## src/rtl/alu_req_master.sv

```systemverilog
// alu_req_master: queues 4-bit ALU commands, drives them onto an external ALU,
// waits SETTLE cycles, then captures result and integrity flag as a response.
module alu_req_master #(
  parameter int unsigned SETTLE = 1,
  parameter int unsigned DEPTH  = 4
) (
  input  logic       clk,
  input  logic       rst,
  input  logic       cmd_valid,
  output logic       cmd_ready,
  input  logic [3:0] cmd_a,
  input  logic [3:0] cmd_b,
  input  logic [3:0] cmd_op,
  output logic [3:0] alu_a,
  output logic [3:0] alu_b,
  output logic [3:0] alu_op,
  input  logic [3:0] alu_out1,
  input  logic [3:0] alu_out2,
  output logic       rsp_valid,
  input  logic       rsp_ready,
  output logic [3:0] rsp_data,
  output logic       rsp_err,
  output logic [7:0] err_count,
  output logic       busy
);

  localparam int unsigned DW = 4;
  localparam int unsigned PW = $clog2(DEPTH);
  localparam int unsigned CW = PW + 1;
  localparam int unsigned TW = 4;

  typedef enum logic [1:0] {IDLE, DRIVE, RESP} state_t;

  logic [3*DW-1:0] mem [DEPTH];
  logic [PW-1:0]   wr_ptr;
  logic [PW-1:0]   rd_ptr;
  logic [CW-1:0]   count;
  logic [CW-1:0]   count_next;
  logic [TW-1:0]   settle_cnt;
  state_t          state;
  state_t          state_next;
  logic            push_c;
  logic            pop_c;
  logic            cap_c;
  logic            hs_c;
  logic            fifo_empty_c;

  assign push_c       = cmd_valid && cmd_ready;
  assign hs_c         = rsp_valid && rsp_ready;
  assign fifo_empty_c = (count == '0);
  assign count_next   = count + CW'(push_c) - CW'(pop_c);

  // State register
  always_ff @(posedge clk) begin
    if (rst) state <= IDLE;
    else     state <= state_next;
  end

  // Next-state logic
  always_comb begin
    state_next = state;
    case (state)
      IDLE:    if (!fifo_empty_c) state_next = DRIVE;
      DRIVE:   if (settle_cnt == '0) state_next = RESP;
      RESP:    if (hs_c) state_next = fifo_empty_c ? IDLE : DRIVE;
      default: state_next = IDLE;
    endcase
  end

  // FSM control strobes: FIFO pop and result capture
  always_comb begin
    pop_c = 1'b0;
    cap_c = 1'b0;
    case (state)
      IDLE:    pop_c = !fifo_empty_c;
      DRIVE:   cap_c = (settle_cnt == '0);
      RESP:    pop_c = hs_c && !fifo_empty_c;
      default: ;
    endcase
  end

  // FIFO storage; contents need no reset since pointers gate visibility
  always_ff @(posedge clk) begin
    if (!rst && push_c) mem[wr_ptr] <= {cmd_a, cmd_b, cmd_op};
  end

  // FIFO pointers, occupancy and flags derived from next-cycle occupancy/state
  always_ff @(posedge clk) begin
    if (rst) begin
      wr_ptr    <= '0;
      rd_ptr    <= '0;
      count     <= '0;
      cmd_ready <= 1'b1;
      busy      <= 1'b0;
      rsp_valid <= 1'b0;
    end else begin
      if (push_c) wr_ptr <= wr_ptr + PW'(1);
      if (pop_c)  rd_ptr <= rd_ptr + PW'(1);
      count     <= count_next;
      cmd_ready <= (count_next < CW'(DEPTH));
      busy      <= (state_next != IDLE) || (count_next != '0);
      rsp_valid <= (state_next == RESP);
    end
  end

  // ALU drive, settle counter, response capture and error counter
  always_ff @(posedge clk) begin
    if (rst) begin
      alu_a      <= '0;
      alu_b      <= '0;
      alu_op     <= '0;
      settle_cnt <= '0;
      rsp_data   <= '0;
      rsp_err    <= 1'b0;
      err_count  <= '0;
    end else begin
      if (pop_c) begin
        {alu_a, alu_b, alu_op} <= mem[rd_ptr];
        settle_cnt             <= TW'(SETTLE - 1);
      end else if (state == DRIVE && settle_cnt != '0) begin
        settle_cnt <= settle_cnt - TW'(1);
      end
      if (cap_c) begin
        rsp_data <= alu_out1;
        rsp_err  <= (alu_out2 != ~alu_out1);
      end
      if (hs_c && rsp_err && err_count != 8'hFF) err_count <= err_count + 8'd1;
    end
  end

endmodule

```

## config.mk

```make
export PLATFORM = sky130hd
export DESIGN_NAME = alu_req_master
export DESIGN_NICKNAME = d
export VERILOG_FILES = /design/src/rtl/alu_req_master.sv
export SDC_FILE = /design/constraint.sdc
export NUM_CORES = 1
export LEC_CHECK = 0
export CAP_MARGIN = 40
export CELL_PAD_IN_SITES_DETAIL_PLACEMENT = 0
export CELL_PAD_IN_SITES_GLOBAL_PLACEMENT = 1
export CORE_MARGIN = 2
export CORE_UTILIZATION = 44
export CTS_CLUSTER_SIZE = 10
export DETAILED_ROUTE_END_ITERATION = 8
export PLACE_DENSITY_LB_ADDON = 0.1
export RECOVER_POWER = 50
export SLEW_MARGIN = 20
export SYNTH_ARGS = -nofsm -noshare
export SYNTH_HDL_FRONTEND = slang
export SYNTH_SLANG_ARGS = --single-unit
```

## constraint.sdc

```tcl
create_clock -name clk -period 3.7 [get_ports clk]
set_input_delay 1.11 -clock clk [delete_from_list [all_inputs] [get_ports clk]]
set_output_delay 1.11 -clock clk [all_outputs]
set_load 0.01 [all_outputs]
```

==> results of run 1 <==
==> placed cells by master (no fill, tap or decap), types with 3 or more instances in the layout <==
cell type and n:
a21oi_1 13, and2_1 5, clkbuf_8 9, clkdlybuf4s50_1 26, dfxtp_1 41, dlygate4sd3_1 25
edfxtp_1 48, ha_1 8, inv_1 9, inv_6 4, mux2i_1 6, mux4_2 12
nand2_1 28, nand3_1 4, nor2_1 23, nor2b_1 3, nor3_1 7, xnor2_1 7
xor2_1 11
==> registers in the layout (all words and copies together) (netlist names), 3 cells and up <==
name,flops
alu_b,4
settle_cnt,4
count,3
err_count,8
mem,48
rsp_data,4
alu_a,4
alu_op,4
==> metal layers <==
layer  up-vias  share of wire, %  global-route usage (%)
met5         -                 0                       0
met4         0               1.3                    6.52
met3         8               3.5                    3.45
met2        36                51                    25.1
met1      1003                44                    20.1
li1       1028                 -                       -
==> final timing paths <==
check | startpoint | to | slack (ns) | cells past startpoint
min reg2reg | alu_b[2]$_SDFFE_PP0P_ | alu_b[2]$_SDFFE_PP0P_ | 0.45 | 2
max reg2reg | count[1]$_SDFF_PP0_ | busy$_SDFF_PP0_ | 1.24 | 10
max | rsp_ready | busy$_SDFF_PP0_ | 0.47 | 11
min | alu_b[2]$_SDFFE_PP0P_ | alu_b[2]$_SDFFE_PP0P_ | 0.45 | 2
==> area by class of cell <==
class / instances / area, um^2
inverter: 10 / 42.5
fill: 691 / 3450
timing repair buffer: 55 / 544
sequential: 89 / 2260
tap: 102 / 128
multi-input combinational: 149 / 1160
clock buffer: 10 / 128
clock inverter: 6 / 50.0
==> power by group <==
part | internal (W) | switching, W
Sequential | 0.00119 | 0.0000964
Clock | 0.000252 | 0.000345
Combinational | 0.000428 | 0.000417
Total | 0.00187 | 0.000859
==> metrics by stage <==
stage          total power, W  hold slack, ns  util (%)
6_report              0.00273           0.453      55.5
5_1_grt               0.00291           0.488      55.5
4_1_cts               0.00280           0.460      55.7
3_5_place_dp          0.00220           0.447      53.4
3_3_place_gp          0.00217           0.442      53.2
2_1_floorplan         0.00188           0.469         -
==> tightest hold or removal path, stage by stage (launching register included) <==
cell and delay (ns):
dfxtp_1 0.31, nand2_1 0.05, a21oi_1 0.05
==> synthesized netlist by cell type (2+ instances only) <==
master / count
edfxtp_1: 48
dfxtp_1: 41
nand2_1: 28
nor2_1: 23
a21oi_1: 13
mux4_2: 12
xor2_1: 11
inv_1: 9
ha_1: 8
nor3_1: 7
xnor2_1: 7
mux2i_1: 6
and2_1: 5
clkbuf_1: 4
nand3_1: 4
buf_2: 3
buf_6: 3
nor2b_1: 3
a21boi_4: 2
and3_1: 2
buf_1: 2
buf_4: 2
nand4_1: 2
o211ai_1: 2
==> cells by family (layout without fill, tap and decap cells) <==
kind of cell,count (synthesis),in the layout
flip-flops,89,89
AND/OR/NAND/NOR,82,82
buffers and inverters,24,81
AO/OA/AOI/OAI,21,21
multiplexers,19,19
XOR/XNOR,18,18
adder cells (fa/ha/maj),9,9
==> results.ini, run 1 <==
[synthesis]
seq_area_frac_synth_pct = 63.6
yosysUniqueCellTypes = 39
ys_warn_count = 0
synth_edf_count = 48
synthTopCellsByArea = edfxtp_1 (41%), dfxtp_1 (23%), mux4_2 (7.6%)
synth_compound_area_share_pct = 4.36
syn_area_um2 = 3560
synth_flop_cell = edfxtp_1
avgSynthCellArea_um2 = 13.6
synthArstFlopShare_pct = 0
synthXorXnorAreaFrac_pct = 4.43
syn-instance-count = 262
synth-seq-cells = 89
synth_fp_nets = 295
synth_top_cell_area_share_pct = 40.5
yosys.area.top_type = edfxtp_1
synthSimpleGateAreaFrac_pct = 11.0
synth_adder_area_share_pct = 3.38
synth_top_family_by_area = simple AND/OR/NAND/NOR gates
synth_mux_area_share_pct = 9.61

[clock_network]
cts_tree = done
cts_setup_buffers = 0
ctsHoldBuffers = 0
worstSkewPairLatency_ns = 0.35
cts_root_buf = clkbuf_8
h-tree-depth = 3
post_cts_resize_count = 0
clkSinkCount = 89
cts_max_path_buffers = 2
cts_made_buffers = 9
clkTransAtPathRegs_ns = 0.09

[critical_path]
critPathBufInv = 3
crit_fanout = 3
path_delay_family = adder cells
critPathLaunchType = primary input
slowest_delay_ns = 0.52
end_kind = flop
critPathKind = in2reg
crit_chain = clkdlybuf4s50_1 -> a21boi_4 -> or3_1 -> inv_6 -> ha_1 -> inv_1 -> ha_1 -> fa_1 -> xnor2_1 -> xnor2_1 -> a41oi_1
required_ns = 3.83
critPathSlowestCell = clkdlybuf4s50_1
cp.arrival_ns = 3.36

[pwr]
peakVddDrop_uv = 287
p_leak_nw = 1.55
power_density_nw_per_um2 = 632

[status]
violations = max-capacitance violations, max-slew violations
status = finished, violations left

[routing]
vias = 2075
wl_per_cell_um = 14.7
routed_via_density = 4.93
postRouteAntennaNets = 0
first_pass_iters = 6
drc = 0
drtIter0Drc = 60
routed_wl_um = 6190

[global_routing]
grt_max_degree = 42
grt_pass1_wl_um = 10100
antenna_found_initial = 0
grt_pass1_vias = 2034
overflow = 0
grtUsageTotal_pct = 15.5

[sta]
period_share_pct = 87.3
finalSetupViolCount = 0
slew_headroom_pct = -24.3
hold_viol = 0
max_freq_ghz = 0.310
worstMarginPinSlew_ns = 1.86
fin_worst_skew_ns = 0.00611
rsz0062_at_grt = no
fin_crit_ns = 3.23
tns_ns = 0
report.final.slew_viol_count = 42
timing.final.ws_setup_ns = 0.469

[placed_design]
dp.cells = 405
pre_cts_ws_ns = 0.178
gp_congestion = 0.745
hpwl_um = 4150
placed_area_um2 = 4150
port_buffers = 51

[floorplan]
die_h_um = 93.9
start_util_pct = 45.8
dieArea_um2 = 8820
core_um2 = 7770
die_x_um = 93.9
pin_count = 52
rows = 32

[run]
cap_violations = 1

[final_layout]
drive_gt1_share_pct = 11.6
n_antenna_cell = 0
stdcell_count = 421
syn_to_final_growth_pct = 21.3
nets = 347
fin_area_um2 = 4310

[min_path]
min_path_type = reg2reg

(Power assumes the default switching activity.)
==> run 2: changes to the inputs <==
--- a/config.mk
+++ b/config.mk
@@ -8,6 +8,7 @@
 export CAP_MARGIN = 40
 export CELL_PAD_IN_SITES_DETAIL_PLACEMENT = 0
 export CELL_PAD_IN_SITES_GLOBAL_PLACEMENT = 1
+export CORE_ASPECT_RATIO = 0.75
 export CORE_MARGIN = 2
 export CORE_UTILIZATION = 44
 export CTS_CLUSTER_SIZE = 10
==> run 2 against run 1 <==
- the flow still finishes with violations (max-capacitance violations, max-slew violations)
- sequential power about the same
- total power increased by 4.2%
- wire length down 0.97%
- critical path depth did not move
- count of clock-buffer cells in the layout up 1
- clock power grew 18%
- final cell count grew 0.71%
==> results.ini, run 2 (synthesis gave the netlist of run 1 again) <==
[min_path]
min_path_type = reg2reg

[sta]
worstMarginPinSlew_ns = 1.89
slew_headroom_pct = -25.8
hold_ws_ns = 0.452
hold_viol = 0
report.final.slew_viol_count = 42
rsz0062_at_grt = no
fin_worst_skew_ns = 0.0122
max_freq_ghz = 0.306
finalSetupViolCount = 0
timing.final.ws_setup_ns = 0.429
period_share_pct = 88.4
fin_crit_ns = 3.27
tns_ns = 0

[routing]
wl_per_cell_um = 14.5
postRouteAntennaNets = 0
routed_wl_um = 6130
vias = 2032
first_pass_iters = 4
drtIter0Drc = 65
routed_via_density = 4.79
drc = 0

[critical_path]
crit_fanout = 3
required_ns = 3.83
end_kind = flop
critPathLaunchType = primary input
critPathKind = in2reg
cp.arrival_ns = 3.40

[global_routing]
grt_max_degree = 42
grt_pass1_vias = 1884
grtUsageTotal_pct = 15.0
antenna_found_initial = 0
overflow = 0
grt_pass1_wl_um = 9760

[clock_network]
clkSinkCount = 89
cts_tree = done
ctsHoldBuffers = 0
h-tree-depth = 3
post_cts_resize_count = 0
cts_root_buf = clkbuf_8
cts_setup_buffers = 0
worstSkewPairLatency_ns = 0.35
cts_made_buffers = 9
clkTransAtPathRegs_ns = 0.08
cts_max_path_buffers = 2

[pwr]
p_sw_w = 0.000837
p_clk_share_pct = 24.9
p_leak_nw = 1.58
switching_share_pct = 29.5
total_power_w = 0.00284
comb_power_share_pct = 30.1
peakVddDrop_uv = 305
intPower_w = 0.00200
seqPwrFrac_pct = 45.1
power_density_nw_per_um2 = 651

[floorplan]
die_h_um = 81.9
rows = 28
dieArea_um2 = 8820
core_um2 = 7880
start_util_pct = 45.1
die_x_um = 108
pin_count = 52

[final_layout]
n_antenna_cell = 0
syn_to_final_growth_pct = 22.8
largest-register = mem
nFillCells = 695
largestRegisters = mem: 48 flops, err_count: 8 flops
mostFrequentLayoutCells = edfxtp_1 (48), dfxtp_1 (41), nand2_1 (28)
final_common_cell = edfxtp_1
drive_gt1_share_pct = 11.3
nets = 347
largest_reg_flops = 48

[status]
violations = max-capacitance violations, max-slew violations
status = finished, violations left

[placed_design]
gp_congestion = 0.791
pre_cts_ws_ns = 0.156
port_buffers = 51
hpwl_um = 4070

[run]
cap_violations = 1

[run 2: cell count changes in the layout (fill, tap and decap cells not counted)]
cell | before | now
clkinv_4 | 1 | 2
clkinv_2 | 0 | 1
dlygate4sd3_1 | 25 | 26
buf_16 | 0 | 1
buf_8 | 1 | 0
clkbuf_1 | 2 | 3
bufinv_16 | 0 | 2
clkdlybuf4s50_1 | 26 | 25
clkinvlp_4 | 2 | 0
inv_6 | 4 | 1
[run 2: worst max-delay path, cell delays in order]
cell	delay, ns
clkdlybuf4s50_1	0.53
a21boi_4	0.08
or3_1	0.39
inv_6	0.08
ha_1	0.11
inv_1	0.04
ha_1	0.17
fa_1	0.37
xnor2_1	0.15
xnor2_1	0.22
a41oi_1	0.15
[run 2: final timing paths]
kind	start	to	slack (ns)	cells after the start
setup / recovery	rsp_ready	busy$_SDFF_PP0_	0.43	11
hold reg to reg	alu_a[0]$_SDFFE_PP0P_	alu_a[0]$_SDFFE_PP0P_	0.45	2
hold / removal	alu_a[0]$_SDFFE_PP0P_	alu_a[0]$_SDFFE_PP0P_	0.45	2
setup reg to reg	count[2]$_SDFF_PP0_	busy$_SDFF_PP0_	1.24	10
[run 2: power by group through the flow]
stage	logic, W	registers, W	clock network (W)
after floorplan	0.000568	0.00131	0
after global placement	0.000843	0.00133	0
after detailed placement	0.000895	0.00131	0
after CTS	0.000898	0.00129	0.000734
after global routing	0.000954	0.00130	0.000767
final	0.000854	0.00128	0.000706
[run 2: per-layer routing]
layer	vias to the layer above	GRT usage [%]	part of all wire, %
met5	-	0	0
met4	0	4.62	1.1
met3	6	4.92	3.6
met2	32	22.7	44
met1	968	20.6	51
li1	1026	-	-
[run 2: area by class of cell]
| cell class | count | area (um^2) | area share, % |
|---|---|---|---|
| sequential | 89 | 2260 | 51.8 |
| inverter | 10 | 42.5 | 0.974 |
| clock buffer | 11 | 131 | 3.01 |
| multi-input combinational | 149 | 1160 | 26.5 |
| tap | 105 | 131 | 3.01 |
| clock inverter | 5 | 82.6 | 1.89 |
| timing repair buffer | 55 | 557 | 12.8 |
[run 2: stage by stage]
step	cells	utilization (%)	cell area (um^2)
finish	424	55.4	4370
global route	424	55.4	4370
CTS	424	55.5	4380
detailed placement	408	52.8	4160
global placement	407	52.4	4130
floorplan	262	-	3560
==> run 3: changes to the inputs <==
--- a/config.mk
+++ b/config.mk
@@ -13,8 +13,10 @@
 export CORE_UTILIZATION = 44
 export CTS_CLUSTER_SIZE = 10
 export DETAILED_ROUTE_END_ITERATION = 8
+export GPL_TIMING_DRIVEN = 0
 export PLACE_DENSITY_LB_ADDON = 0.1
 export RECOVER_POWER = 50
+export SKIP_CTS_REPAIR_TIMING = 1
 export SLEW_MARGIN = 20
 export SYNTH_ARGS = -nofsm -noshare
 export SYNTH_HDL_FRONTEND = slang
==> run 3 against run 2 <==
- non-clock buffer count rose by 9
- highest routed layer unchanged
- final cell count rose by 2.1%
- critical endpoint unchanged
- clock power rose by 4.1%
- critical path depth rose by 2
- register-to-register slack got worse by 0.44 ns
- clock skew rose by 0.0018 ns
- largest cell class unchanged
- global-route usage rose by 0.91 points
- sequential share of layout area fell by 0.41 points
- combinational power rose by 6.1%
- hold slack improved by 0.0035 ns
- flip-flop and latch count did not move
- largest power group unchanged
- the run now ends clean
- cell area rose by 0.80%
==> results.ini, run 3 (synthesis gave the netlist of run 1 again) <==
[status]
status = finished clean

[placed_design]
hpwl_um = 4370
gp_congestion = 0.724
port_buffers = 50

[routing]
first_pass_iters = 4
routed_via_density = 4.81
maxUsedRoutingLayer = met4
routed_wl_um = 6410
met3_length_um = 255
vias = 2084
met2_wirelength_um = 2890
wl_per_cell_um = 14.8
drt-met1-wl_um = 3210
drtIter0Drc = 54
drc = 0
postRouteAntennaNets = 0

[final_layout]
multi_input_area_um2 = 1150
nets = 356
nFillCells = 674
seq_area_um2 = 2260
largest_reg_flops = 48
syn_to_final_growth_pct = 23.8
final_common_cell = edfxtp_1
mostFrequentLayoutCells = edfxtp_1 (48), dfxtp_1 (41), nand2_1 (28), clkdlybuf4s50_1 (28), nor2_1 (23)
n_antenna_cell = 0
final_core_util_pct = 55.8
largest-register = mem
drive_gt1_share_pct = 12.5
largestRegisters = mem: 48 flops, err_count: 8 flops

[critical_path]
required_ns = 3.90
reg2reg_setup_slack_ns = 0.80
cp.arrival_ns = 3.71
critPathLaunchType = primary input
crit_fanout = 10
reg2regPathDepth = 12
critPathKind = in2reg
end_kind = flop

[pwr]
peakVddDrop_uv = 300
total_power_w = 0.00289
switching_share_pct = 30.5
intPower_w = 0.00201
comb_power_share_pct = 31.3
p_leak_nw = 1.58
p_clk_share_pct = 25.4
p_sw_w = 0.000883
seqPwrFrac_pct = 43.3
power_density_nw_per_um2 = 658

[floorplan]
start_util_pct = 45.1
pin_count = 52
core_um2 = 7880
die_x_um = 108
die_h_um = 81.9
dieArea_um2 = 8820
rows = 28

[sta]
finalSetupViolCount = 0
hold_viol = 0
rsz0062_at_grt = no
max_freq_ghz = 0.285
fin_worst_skew_ns = 0.0140
fin_crit_ns = 3.51
worstMarginPinSlew_ns = 0.697
period_share_pct = 94.9
slew_headroom_pct = 53.5
report.final.slew_viol_count = 0

[clock_network]
cts_root_buf = clkbuf_8
clkTransAtPathRegs_ns = 0.09
h-tree-depth = 3
cts_tree = done
cts_max_path_buffers = 2
clkSinkCount = 89
worstSkewPairLatency_ns = 0.35
cts_made_buffers = 9

[global_routing]
grt_pass1_vias = 1961
grtUsageTotal_pct = 15.9
antenna_found_initial = 0
grt_pass1_wl_um = 10200
grt_max_degree = 17
overflow = 0

[min_path]
min_path_type = reg2reg
hold_path_depth = 2

[run]
cap_violations = 0

[run 3: cell count changes in the layout (fill, tap and decap cells not counted), sizes merged]
cell           previous run  this run
clkbuf                   12        15
dlygate4sd3              26        22
inv                      10        12
clkdlybuf4s50            25        28
buf                       3         8
[run 3: worst max-delay path: stages]
cell and delay (ns):
clkdlybuf4s50_1 0.51, a21boi_4 0.07, or3_1 0.30, buf_2 0.18
inv_6 0.13, buf_6 0.17, ha_1 0.13, inv_1 0.04
ha_1 0.18, fa_1 0.38, xnor2_1 0.15, xnor2_1 0.22
a41oi_1 0.14
[run 3: worst paths after layout]
path	from	end
worst max-delay path	rsp_ready	busy$_SDFF_PP0_
worst max register to register	count[1]$_SDFF_PP0_	busy$_SDFF_PP0_
worst min register to register	alu_op[3]$_SDFFE_PP0P_	alu_op[3]$_SDFFE_PP0P_
worst min-delay path	alu_op[3]$_SDFFE_PP0P_	alu_op[3]$_SDFFE_PP0P_
[run 3: metal layers]
metal  vias to the layer above  GRT usage (%)
met5                         -              0
met4                         0           4.62
met3                         5           4.37
met2                        37           24.2
met1                       988           22.5
li1                       1054              -
[run 3: final cells by class]
class	count	share of cell area, %
sequential	89	51.4
multi-input combinational	149	26.2
timing repair buffer	50	11.4
tap	105	2.99
clock buffer	9	2.81
clock inverter	7	2.30
buffer	14	1.93
inverter	10	0.967
[run 3: power by group through the flow]
stage | Combinational (W) | Clock [W] | Sequential, W
after global routing | 0.00101 | 0.000803 | 0.00127
after detailed placement | 0.000952 | 0 | 0.00128
after floorplan | 0.000568 | 0 | 0.00131
final | 0.000906 | 0.000735 | 0.00125
after global placement | 0.000949 | 0 | 0.00128
after CTS | 0.000955 | 0.000754 | 0.00126
[run 3: through the flow]
step	cells	setup TNS [ns]	worst slack (ns)	hold WS, ns	instance area (um^2)
after floorplan	262	0	0.570	0.469	3560
after global placement	417	-0.406	-0.187	0.441	4190
after detailed placement	417	-0.395	-0.175	0.448	4190
after CTS	433	0	0.199	0.461	4410
after global routing	433	0	0.0710	0.479	4400
final	433	0	0.190	0.456	4400
